`config.mk`:
```
export PLATFORM = sky130hd
export DESIGN_NAME = fp_result_fifo
export DESIGN_NICKNAME = d
export VERILOG_FILES = /design/src/rtl/fp_pkg.sv /design/src/rtl/fp_classify.sv /design/src/rtl/fp_result_fifo.sv
export SDC_FILE = /design/constraint.sdc
export NUM_CORES = 1
export LEC_CHECK = 0
export ABC_AREA = 1
export CAP_MARGIN = 20
export CORE_UTILIZATION = 30
export DETAILED_ROUTE_END_ITERATION = 10
export PLACE_DENSITY_LB_ADDON = 0.2
export SLEW_MARGIN = 20
export SYNTH_ARGS = -nofsm -noshare
export SYNTH_HDL_FRONTEND = slang
export SYNTH_HIERARCHICAL = 1
export SYNTH_SLANG_ARGS = --single-unit
```
`constraint.sdc`:
```
create_clock -name clk -period 2.6 [get_ports clk]
set_input_delay 0.52 -clock clk [delete_from_list [all_inputs] [get_ports clk]]
set_output_delay 0.52 -clock clk [all_outputs]
set_load 0.02 [all_outputs]
```
`src/rtl/fp_pkg.sv`:
```
// fp_pkg: shared float32 field layout, widths and NaN/Inf classification helpers
package fp_pkg;
  localparam int FP_WIDTH = 32;
  localparam int EXP_W = 8;
  localparam int MANT_W = 23;
  localparam int DROP_CNT_W = 16;
  typedef struct packed {
    logic sign;
    logic [EXP_W-1:0] exp;
    logic [MANT_W-1:0] mant;
  } fp32_t;
  function automatic logic is_nan(input fp32_t v);
    return v.exp == '1 && v.mant != '0;
  endfunction
  function automatic logic is_inf(input fp32_t v);
    return v.exp == '1 && v.mant == '0;
  endfunction
endpackage

```
`src/rtl/fp_classify.sv`:
```
// fp_classify: combinational NaN/Inf detection of one float32 value
// Ports: value (fp32_t in), nan / inf (flags out).
// Only built when FP_CLASSIFY_EN is defined, since nothing else instantiates it.
`ifdef FP_CLASSIFY_EN
module fp_classify
  import fp_pkg::*;
(
  input  fp32_t value,
  output logic  nan,
  output logic  inf
);
  assign nan = is_nan(value);
  assign inf = is_inf(value);
endmodule
`endif

```
`src/rtl/fp_result_fifo.sv`:
```
// fp_result_fifo: FWFT circular FIFO capturing multiplier results, counting drops instead of stalling
// Ports: clk, reset (async, active-high); valid_in/data_in from the multiplier;
// out_valid/out_ready/out_data consumer port; count, full, overflow (sticky),
// drop_count (saturating), clear_overflow (sync clear of the drop status).
// Macro FP_CLASSIFY_EN adds sticky nan_seen / inf_seen over accepted pushes.
module fp_result_fifo
  import fp_pkg::*;
#(
  parameter int DEPTH = 8,
  parameter int WIDTH = FP_WIDTH
) (
  input  logic                       clk,
  input  logic                       reset,
  input  logic                       valid_in,
  input  logic [WIDTH-1:0]           data_in,
  output logic                       out_valid,
  input  logic                       out_ready,
  output logic [WIDTH-1:0]           out_data,
  output logic [$clog2(DEPTH+1)-1:0] count,
  output logic                       full,
  output logic                       overflow,
  output logic [DROP_CNT_W-1:0]      drop_count,
  input  logic                       clear_overflow
`ifdef FP_CLASSIFY_EN
  ,
  output logic                       nan_seen,
  output logic                       inf_seen
`endif
);
  localparam int PW = $clog2(DEPTH);
  localparam int CW = $clog2(DEPTH+1);
  logic [WIDTH-1:0] mem [DEPTH];
  logic [PW-1:0] rd_ptr, wr_ptr;
  logic push, pop, drop;
  // DEPTH need not be a power of two, so wrap by explicit compare
  function automatic logic [PW-1:0] nxt(input logic [PW-1:0] p);
    return p == PW'(DEPTH-1) ? '0 : p + 1'b1;
  endfunction
  assign out_valid = count != '0;
  assign full = count == CW'(DEPTH);
  assign pop = out_valid && out_ready;
  // a pop in the same cycle frees the slot, so a full FIFO still accepts
  assign push = valid_in && (!full || pop);
  assign drop = valid_in && full && !pop;
  assign out_data = mem[rd_ptr];
  always_ff @(posedge clk)
    if (push) mem[wr_ptr] <= data_in;
  always_ff @(posedge clk or posedge reset)
    if (reset) begin
      rd_ptr <= '0;
      wr_ptr <= '0;
      count <= '0;
      overflow <= 1'b0;
      drop_count <= '0;
    end else begin
      rd_ptr <= pop ? nxt(rd_ptr) : rd_ptr;
      wr_ptr <= push ? nxt(wr_ptr) : wr_ptr;
      count <= count + CW'(push) - CW'(pop);
      overflow <= drop | (overflow & ~clear_overflow);
      // a drop coinciding with a clear restarts the tally at one
      drop_count <= drop ? (clear_overflow ? DROP_CNT_W'(1) : drop_count + DROP_CNT_W'(drop_count != '1))
                  : clear_overflow ? '0 : drop_count;
    end
`ifdef FP_CLASSIFY_EN
  logic nan, inf;
  fp_classify u_classify (
    .value(fp32_t'(data_in)),
    .nan  (nan),
    .inf  (inf)
  );
  always_ff @(posedge clk or posedge reset)
    if (reset) begin
      nan_seen <= 1'b0;
      inf_seen <= 1'b0;
    end else begin
      nan_seen <= (push & nan) | (nan_seen & ~clear_overflow);
      inf_seen <= (push & inf) | (inf_seen & ~clear_overflow);
    end
`endif
endmodule

```
### Word-level counts from Yosys, hierarchy flattened

Memories as Yosys holds them, arrays and structs flattened.
Index checks and enable logic that the tools add are counted.
W data, S select, Z words.

| word-level totals | value |
|---|---|
| ROM bits | 0 |
| logic and storage cells | 34 |
| register bits after elaboration | 27 |
| output and inout port bits | 55 |
| RAM bits | 256 |
| memories | 1 |
| bits of input ports | 37 |
| bits in latches | 0 |

| cells by class | value |
|---|---|
| add/subtract/negate cells | 5 |
| divide/modulo/power cells | 0 |
| order comparisons | 0 |
| bitwise gates (word level) | 3 |
| equality and inequality tests | 4 |
| reductions and logical operators | 9 |
| shift operators | 0 |
| muxes and demuxes | 7 |
| multiply operators | 0 |

Memory list:

| name | depth | width | read ports | clocked after memory_dff | write ports | line | source |
|---|---|---|---|---|---|---|---|
| mem | 8 | 32 | 1 | 0 | 1 | fp_result_fifo.sv:32 | `logic [WIDTH-1:0] mem [DEPTH];` |

Operators by type and width:

| kind | number |
|---|---|
| $mux W16 | 3 |
| $add A16 B1 Y16 | 1 |
| $ne A16 B16 Y1 const B | 1 |
| $add A3 B1 Y3 const B | 2 |
| $eq A3 B3 Y1 const B | 2 |
| $mux W3 | 2 |
| $add A4 B1 Y4 | 1 |
| $eq A4 B4 Y1 const B | 1 |
| $logic_and A1 B1 Y1 | 4 |
| $reduce_bool A4 Y1 | 1 |
| $sub A4 B1 Y4 | 1 |
| $logic_not A1 Y1 | 2 |
| $mux W1 | 2 |
| $reduce_bool A2 Y1 | 1 |
| $and A1 B1 Y1 | 1 |
| $logic_or A1 B1 Y1 | 1 |
| $not A1 Y1 | 1 |
| $or A1 B1 Y1 | 1 |

### Logic depth before layout (Yosys ltp)

Gate-level depths: netlist (run 1).

| logic depth | value |
|---|---|
| depth in word-level cells | 6 |
| depth in mapped cells | 11 |
| mapped depth without buffers | 11 |

### Worst setup path after synthesis (run 1)

OpenSTA, ideal clock, no wires.

| timing path | value |
|---|---|
| kind | register to register |
| start | register count[2] |
| end | memory mem[0][0] (netlist name), enable pin |
| setup time | 0.421 ns |
| period minus slack after synthesis | 3.107 ns |
| data arrival time | 2.686 ns |
| path buffers | 0 |
| slack | -0.507 ns |
| cell stages (with the launch flop) | 8 |
| cells stage by stage | dfrtp_1 -> inv_1 -> ha_1 -> nand2_2 -> nand2_4 -> a21oi_4 -> nand2_1 -> nor2_1 |

| between the ends | value |
|---|---|
| longest elaborated chain between the ends | 6 |

RTL lines:

| item | line | source |
|---|---|---|
| start, declared | fp_result_fifo.sv:19 | `output logic [$clog2(DEPTH+1)-1:0] count,` |
| start signal, assigned | fp_result_fifo.sv:58 | `count <= count + CW'(push) - CW'(pop);` |
| $reduce_bool A4 Y1 | fp_result_fifo.sv:39 | `assign out_valid = count != '0;` |
| via out_valid | fp_result_fifo.sv:16 | `output logic out_valid,` |
| $logic_and A1 B1 Y1 | fp_result_fifo.sv:41 | `assign pop = out_valid && out_ready;` |
| $logic_or A1 B1 Y1 | fp_result_fifo.sv:43 | `assign push = valid_in && (!full \|\| pop);` |
| $logic_and A1 B1 Y1 | fp_result_fifo.sv:43 |  |
| $mux W1 | fp_result_fifo.sv:47 | `if (push) mem[wr_ptr] <= data_in;` |
| $mux W1 (implied by the code) | fp_result_fifo.sv:47 |  |
| end, declared | fp_result_fifo.sv:32 |  |

The timed path passes the listed nets, and every way through them passes these cells.

### Worst setup path after layout (run 1)

| timing path | value |
|---|---|
| start | register rd_ptr[0] |
| end | output port out_data[0] |

| between the ends | value |
|---|---|
| longest elaborated chain between the ends | 1 |

RTL lines:

| item | line | source |
|---|---|---|
| start, declared | fp_result_fifo.sv:33 | `logic [PW-1:0] rd_ptr, wr_ptr;` |
| start signal, assigned | fp_result_fifo.sv:56 | `rd_ptr <= pop ? nxt(rd_ptr) : rd_ptr;` |
| $mem_v2 Z8 W32 | n/a |  |
| end, declared | fp_result_fifo.sv:18 | `output logic [WIDTH-1:0] out_data,` |

Every way passes these cells.

==> results.txt, run 1 <==
----------------------------------------------------
[Min path]
  Hold crit path type ... in -> async

[Synthesis]
  Largest cells by area after synthesis ... sky130_fd_sc_hd__edfxtp_1 (66%), sky130_fd_sc_hd__nor2_1 (7.5%), sky130_fd_sc_hd__o21ai_0 (6.5%)
  Post-synthesis instance area ... ~12000 sq um
  Library cell with the largest summed area after synthesis ... sky130_fd_sc_hd__edfxtp_1
  Cell count after synthesis ... 1001
  Sequential fraction of the synthesis area ... 71.8%
  Fraction of registers with async set or reset after synthesis ... approximately a tenth
  Top cell types by occurrence after synthesis ... sky130_fd_sc_hd__edfxtp_1 (256), sky130_fd_sc_hd__nor2_1 (232), sky130_fd_sc_hd__o21ai_0 (152), sky130_fd_sc_hd__nand2_1 (149), sky130_fd_sc_hd__o21ai_1 (51)
  Synthesized area divided by synthesized cell count ... 11.6 sq um
  Synthesized Nets ... ~1100
  Count of flip-flops with a built-in enable after synthesis ... 256
  Number of unique standard cell types used by synthesis ... 32
  Most numerous cell in the Yosys netlist ... sky130_fd_sc_hd__edfxtp_1
  Share of the synthesized area in the top cell type ... 66.0%
  Total of flip-flops plus latches after synthesis ... ~280
  Yosys synthesis warning count ... 6
  Dominant synthesized flop cell ... sky130_fd_sc_hd__edfxtp_1

[Placed design]
  Post-DP HPWL ... around 16 mm
  Routability cong. ... approximately 0.77
  Total instance count after detailed placement ... ~1600
  Buffers added on ports ... 91

[Floorplan]
  Placement Rows ... 71
  # IOs ... a little over 90
  Starting density of the core ... 30.7%
  Die width ... between 150 and 200 um
  Height of the die ... slightly below 200 um
  Die Footprint ... 39600 sq um
  Core Footprint ... between 30000 and 40000 sq um

[Worst setup path]
  Crit path kind ... reg -> out
  Peak fanout along the critical path ... 11
  Kind of end point of the critical path ... output pin
  Data arrival time at the worst-slack endpoint ... 2.09 ns
  Required time worst endpoint ... 2.08 ns
  Critical Path Source Type ... flop

[Pwr]
  VDD IR max ... around 650 uV
  Total power per unit cell area ... between 1000 and 1500 nW/um^2
  Sequential group share of total power ... roughly a third
  Switch share ... about 36%
  Relative contribution of the clock network to total power ... about 22%
  Power dissipated by switching net loads ... 0.00619 W
  Cell internal power dissipation ... around 0.011 W
  Part of the total power dissipated in combinational logic ... between 40% and 50%
  Leakage component of the power ... around 5.3 nW

[Route]
  Number of optimization iterations in the first detailed-route pass ... 4
  Via total after detailed routing ... approximately 7600
  DRC violations left ... 0
  Detail Route Antenna Nets ... 0
  Detailed-route wire length ... between 20 and 30 mm
  Ratio of routed vias to standard cells ... approximately 4.6
  Number of violations reported at the end of detailed-routing iteration 0 ... ~380
  WL per Instance ... 17.6 um

[STA]
  Worst-case clock skew ... 0.00798 ns
  Number of hold violations in the final report ... 0
  Worst slew margin ... a little under three fifths
  Slew of the pin with the lowest slew margin ... approximately 0.65 ns
  Final setup slack of the worst path ... -0.0119 ns
  Maximum operating frequency ... about 380 MHz
  Min Clock Period, post-route ... approximately 2.6 ns
  Share of the clock period used by the worst path ... 100%
  Final number of max-transition violations ... 0
  RSZ-0062 raised after global routing ... true
  Final setup violating endpoints ... 1

[GRT]
  Pin count of the biggest net entering global routing ... 39
  Overflow left after global routing ... 0
  Global-route met3 utilization ... roughly 2.5%
  Met2 track utilization from global routing ... 24.5%
  First-pass GRT wire length ... 45.3 mm
  Global-route track usage on met1 ... between 20% and 30%
  Via count of the first global-routing pass ... around 7600
  Antenna violations before repair ... 0
  Busiest metal layer after global routing ... met2
  Global Route Usage Sum ... 15.2%

[Cells and area]
  Filler cells ... between 3000 and 4000
  Number of antenna cells inserted ... 0
  Non-filler cells in the finished layout ... ~1700
  Layout overhead on the synthesized area ... 29.9%
  Proportion of layout cells with a drive suffix above 1 ... around 18%
  Core Util, Final ... between 30% and 40%
  Net count of the finished layout ... about 1200

[Clock network]
  Latest clock arrival within the worst-skew pair ... 0.55 ns
  Clock sink total ... 283
  Root Driver ... sky130_fd_sc_hd__clkbuf_16
  Maximum level of the CTS H-tree ... 1
  Post-CTS Hold Fix Bufs ... 0
  Clock tree buffer depth ... 3
  CTS tree ... yes
  Clock slew seen by the registers of the worst setup and hold paths ... about 0.060 ns
  Number of clock buffers inserted by TritonCTS ... 31

[Outcome]
  Failing checks ... negative setup slack
  Outcome ... finished with violations

[Run]
  Max Cap Violations ... 0

----------------------------------------------------
metrics by stage:
step	hold WS, ns	area, sq um	TNS, ns	setup slack (ns)	power, W
3_3_place_gp	0.469	13600	0	0.0644	0.0123
3_5_place_dp	0.472	13600	0	0.0619	0.0123
6_report	0.359	15100	-0.0119	-0.0119	0.0172
5_1_grt	0.404	15100	-2.60	-0.127	0.0183
4_1_cts	0.369	14700	-0.851	-0.0804	0.0166
2_1_floorplan	0.572	11600	-129.78	-0.507	0.00951
final cells by class:
class | instances | area (sq um) | area share (%)
Clock buffer | 42 | 817 | 5.40
Clock inverter | 11 | 48.8 | 0.323
Inverter | 25 | 109 | 0.720
Multi-Input combinational cell | 641 | 3130 | 20.7
Sequential cell | 283 | 8370 | 55.4
Tap cell | 511 | 639 | 4.23
Timing Repair Buffer | 160 | 2010 | 13.3
final timing paths:
path,from,end,depth (start not counted),slack [ns]
min,reset,overflow,2,0.36
max in group asynchronous,reset,drop_count[10],3,1.65
max reg2reg,count[2],count[2],10,0.53
max,rd_ptr[0],out_data[0],8,-0.01
min reg2reg,overflow,overflow,2,0.49
min in group clk,overflow,overflow,2,0.49
critical path: stages, from the launching register on:
cell and delay, ns:
sky130_fd_sc_hd__dfrtp_4 0.56, sky130_fd_sc_hd__bufbuf_16 0.32, sky130_fd_sc_hd__nor2_1 0.11, sky130_fd_sc_hd__nor2_1 0.04
sky130_fd_sc_hd__o21ai_0 0.07, sky130_fd_sc_hd__o21ai_0 0.11, sky130_fd_sc_hd__nand2_1 0.07, sky130_fd_sc_hd__nand2_1 0.09
sky130_fd_sc_hd__buf_4 0.17
flip-flops by register name, indices dropped and copies added, names as in the netlist:
name	flops
mem	256
count	4
rd_ptr	3
wr_ptr	3
overflow	1
drop_count	16
what timing repair did:
| item | in CTS | in global routing |
|---|---|---|
| endpoints found under the setup margin | 32 | 33 |
| buffers inserted | 7 | 2 |
| gates cloned | 6 | 6 |
| pin swaps | 0 | 13 |
| gates resized for setup | 177 | 135 |
cells by family (layout without fill, tap and decap cells):
logic type / count (synthesis) / in the layout / synth area share (%)
XOR/XNOR: 3 / 3 / 0.226
adder cells (fa/ha/maj): 12 / 12 / 1.35
AO/OA/AOI/OAI: 213 / 213 / 9.29
AND/OR/NAND/NOR: 413 / 413 / 13.9
buffers and inverters: 77 / 238 / 3.45
flip-flops: 283 / 283 / 71.8
power by group through the flow:
stage               clock network (W)  registers, W  logic [W]
floorplan                           0       0.00591    0.00360
global placement                    0       0.00595    0.00635
detailed placement                  0       0.00595    0.00636
CTS                           0.00396       0.00583    0.00681
global route                  0.00412       0.00591    0.00830
finish                        0.00384       0.00586    0.00750
layout by cell type (no fill, tap or decap), types with 2 or more instances in the layout:
cell	Yosys	final
sky130_fd_sc_hd__edfxtp_1	256	256
sky130_fd_sc_hd__nor2_1	232	186
sky130_fd_sc_hd__nand2_1	149	133
sky130_fd_sc_hd__o21ai_1	51	105
sky130_fd_sc_hd__o21ai_0	152	98
sky130_fd_sc_hd__clkdlybuf4s50_1	0	58
sky130_fd_sc_hd__clkbuf_16	0	37
sky130_fd_sc_hd__buf_4	6	35
sky130_fd_sc_hd__nor2_2	1	28
sky130_fd_sc_hd__dfrtp_1	27	24
sky130_fd_sc_hd__buf_12	0	23
sky130_fd_sc_hd__inv_1	23	22
sky130_fd_sc_hd__buf_6	7	22
sky130_fd_sc_hd__nor2_4	0	19
sky130_fd_sc_hd__nand3_1	17	17
sky130_fd_sc_hd__nand2_2	1	17
sky130_fd_sc_hd__ha_1	11	11
sky130_fd_sc_hd__clkbuf_1	17	11
sky130_fd_sc_hd__a21oi_1	8	8
sky130_fd_sc_hd__clkinv_1	1	8
sky130_fd_sc_hd__buf_16	0	8
sky130_fd_sc_hd__nor3_1	6	6
sky130_fd_sc_hd__buf_2	13	5
sky130_fd_sc_hd__clkinv_2	0	3
sky130_fd_sc_hd__nand2_4	2	2
sky130_fd_sc_hd__nand4_1	2	2
sky130_fd_sc_hd__xor2_1	2	2
sky130_fd_sc_hd__dfrtp_4	0	2
metal layers:
layer / vias to the layer above / part of all wire, %
met5: - / 0
met4: 0 / 1.8
met3: 36 / 3.5
met1: 3695 / 48
met2: 134 / 46
li1: 3771 / -
Note: power is estimated with default switching activity, not from simulation.
==> inputs of run 2 (changes only) <==
--- a/config.mk
+++ b/config.mk
@@ -7,7 +7,7 @@
 export LEC_CHECK = 0
 export ABC_AREA = 1
 export CAP_MARGIN = 20
-export CORE_UTILIZATION = 30
+export CORE_UTILIZATION = 52
 export DETAILED_ROUTE_END_ITERATION = 10
 export PLACE_DENSITY_LB_ADDON = 0.2
 export SLEW_MARGIN = 20
==> run 2 against run 1 <==
  * The flow now finishes without violations
  * Setup slack gained 0.038 ns
  * Count of clock-buffer cells in the layout shrank 9
  * Cell area shrank 5.3%
  * Critical endpoint unchanged
==> results.txt, run 2 (synthesis gave the netlist of run 1 again) <==
----------------------------------------------------
[Clock network]
  Root Driver ... sky130_fd_sc_hd__clkbuf_16
  Clock sink total ... 283 (unchanged)
  CTS tree ... yes
  Clock tree buffer depth ... 3 (unchanged)
  Clock slew seen by the registers of the worst setup and hold paths ... 0.06 ns (about the same)
  Number of clock buffers inserted by TritonCTS ... 29 (-6.5%)
  Latest clock arrival within the worst-skew pair ... 0.54 ns (about the same)
  Post-CTS Hold Fix Bufs ... 0 (unchanged)
  Maximum level of the CTS H-tree ... 1 (unchanged)

[Route]
  Number of violations reported at the end of detailed-routing iteration 0 ... 529 (+38%)
  Via total after detailed routing ... 7671 (+0.46%)
  Number of optimization iterations in the first detailed-route pass ... 5 (+1)
  DRC violations left ... 0 (unchanged)
  Ratio of routed vias to standard cells ... 5.41 (+19%)
  Detailed-route wire length ... 26.0 mm (-12%)
  Detail Route Antenna Nets ... 0 (unchanged)
  WL per Instance ... 18.3 um (+4.0%)

[GRT]
  Overflow left after global routing ... 0 (unchanged)
  Via count of the first global-routing pass ... 7301 (-3.8%)
  First-pass GRT wire length ... 38.8 mm (-14%)
  Global Route Usage Sum ... 22.2% (+7.1 points)
  Antenna violations before repair ... 0 (unchanged)
  Pin count of the biggest net entering global routing ... 41 (+5.1%)

[Pwr]
  Cell internal power dissipation ... 0.0104 W (-5.1%)
  Switch share ... 35.8% (-0.19 points)
  Leakage component of the power ... 5.15 nW (-3.8%)
  VDD IR max ... 769 uV (+18%)
  Relative contribution of the clock network to total power ... 25.3% (+3.0 points)
  Part of the total power dissipated in combinational logic ... 38.8% (-4.8 points)
  Sequential group share of total power ... 35.9% (+1.9 points)
  Total power per unit cell area ... 1140 nW/um^2 (about the same)
  Power dissipated by switching net loads ... 0.00583 W (-5.9%)

[Cells and area]
  Commonest non-fill, non-tap cell in the layout ... sky130_fd_sc_hd__edfxtp_1
  Largest registers ... mem (256), drop_count (16), count (4)
  Net count of the finished layout ... 1165 (-2.2%)
  Number of antenna cells inserted ... 0 (unchanged)
  Reg with most FFs ... mem
  Number of flip-flops in the largest register ... 256 (unchanged)
  Most frequent cells in the layout ... sky130_fd_sc_hd__edfxtp_1 (256), sky130_fd_sc_hd__nor2_1 (209), sky130_fd_sc_hd__nand2_1 (145)
  Filler cells ... 1628 (-56%)
  Proportion of layout cells with a drive suffix above 1 ... 13.7% (-4.3 points)
  Non-filler cells in the finished layout ... 1418 (-15%)
  Design area ... 14300 sq um (-5.3%)
  Layout overhead on the synthesized area ... 23.0%

[STA]
  Slew of the pin with the lowest slew margin ... 0.481 ns (-0.167 ns)
  Worst slew margin ... 67.7% (+11 points)
  Maximum operating frequency ... 389 MHz (+1.5%)
  Share of the clock period used by the worst path ... 99.0% (-1.5 points)
  RSZ-0062 raised after global routing ... true
  Worst-case clock skew ... 0.00758 ns (-0.000403 ns)
  Min Clock Period, post-route ... 2.57 ns (-0.0383 ns)
  Final setup violating endpoints ... 0 (-1)
  Number of hold violations in the final report ... 0 (unchanged)
  Final setup slack of the worst path ... 0.0263 ns (+0.0383 ns)
  Hold Slack ... 0.265 ns (-0.0940 ns)
  Final number of max-transition violations ... 0 (unchanged)

[Floorplan]
  Die width ... 152 um (-24%)
  Starting density of the core ... 53.2% (+22 points)
  Height of the die ... 152 um (-24%)
  Placement Rows ... 54 (-24%)
  # IOs ... 92 (unchanged)
  Die Footprint ... 23000 sq um (-42%)
  Core Footprint ... 21900 sq um (-42%)

[Min path]
  Hold crit path type ... in -> async

[Placed design]
  Buffers added on ports ... 91 (unchanged)
  Worst setup slack before clock tree synthesis ... 0.159 ns (+0.0968 ns)
  Total instance count after detailed placement ... 1353 (-15%)
  Routability cong. ... 0.816 (+5.9%)
  Area of placed instances ... 13200 sq um (-3.3%)
  Post-DP HPWL ... 14.0 mm (-14%)

[Worst setup path]
  Kind of end point of the critical path ... output pin
  Peak fanout along the critical path ... 17 (+6)
  Critical Path Source Type ... flop
  Data arrival time at the worst-slack endpoint ... 2.05 ns (-0.04 ns)
  Required time worst endpoint ... 2.08 ns (about the same)
  Crit path kind ... reg -> out

[Run]
  Max Cap Violations ... 0 (unchanged)

[Outcome]
  Outcome ... finished clean

----------------------------------------------------
## run 2: path summary, 6_finish.rpt
path                       startpoint             end  slack [ns]  depth (start not counted)
setup / recovery            rd_ptr[0]     out_data[0]        0.03                          9
hold / removal                  reset  drop_count[15]        0.26                          2
setup reg to reg             count[2]        count[2]        0.47                         11
hold reg to reg              overflow        overflow        0.48                          2
max in group asynchronous       reset       rd_ptr[0]        1.72                          3
min in group clk             overflow        overflow        0.48                          2
## run 2: through the flow
stage               total power (W)  setup TNS (ns)  utilization [%]
CTS                          0.0159               0             64.4
global placement             0.0118               0             60.1
floorplan                   0.00951         -129.78                -
detailed placement           0.0119               0             60.1
global route                 0.0172          -0.459             65.4
finish                       0.0163               0             65.4
## run 2: timing repair
action | CTS | global route
buffers inserted | 5 | 0
gates cloned | 3 | 4
resized for setup | 138 | 62
setup endpoints to repair | 33 | 31
## run 2: critical path, cell delays in order, from the launching register on
cell,delay [ns]
sky130_fd_sc_hd__dfrtp_4,0.53
sky130_fd_sc_hd__buf_8,0.16
sky130_fd_sc_hd__clkbuf_16,0.19
sky130_fd_sc_hd__nor2_1,0.11
sky130_fd_sc_hd__nor2_1,0.04
sky130_fd_sc_hd__o21ai_0,0.07
sky130_fd_sc_hd__o21ai_0,0.10
sky130_fd_sc_hd__nand2_1,0.07
sky130_fd_sc_hd__nand2_1,0.07
sky130_fd_sc_hd__buf_2,0.16
## run 2: routing by layer
| layer | vias to the layer above | GRT usage [%] | share of wire [%] |
|---|---|---|---|
| li1 | 3711 | - | - |
| met1 | 3732 | 30.6 | 44 |
| met2 | 194 | 37.1 | 49 |
| met3 | 34 | 3.62 | 5.5 |
| met4 | 0 | 5.20 | 1.5 |
| met5 | - | 0 | 0 |
## run 2: area by class of cell
| cell class | instances | area [sq um] | area share (%) |
|---|---|---|---|
| Inverter | 25 | 109 | 0.760 |
| Clock inverter | 20 | 209 | 1.46 |
| Tap cell | 280 | 350 | 2.45 |
| Timing Repair Buffer | 136 | 1540 | 10.8 |
| Clock buffer | 33 | 741 | 5.17 |
| Sequential cell | 283 | 8370 | 58.5 |
| Multi-Input combinational cell | 641 | 3000 | 20.9 |
## run 2: power by group through the flow
stage	Clock [W]	Sequential, W	Combinational, W
2_1_floorplan	0	0.00591	0.00360
5_1_grt	0.00435	0.00590	0.00694
3_5_place_dp	0	0.00595	0.00592
4_1_cts	0.00418	0.00584	0.00588
3_3_place_gp	0	0.00593	0.00583
6_report	0.00411	0.00585	0.00632
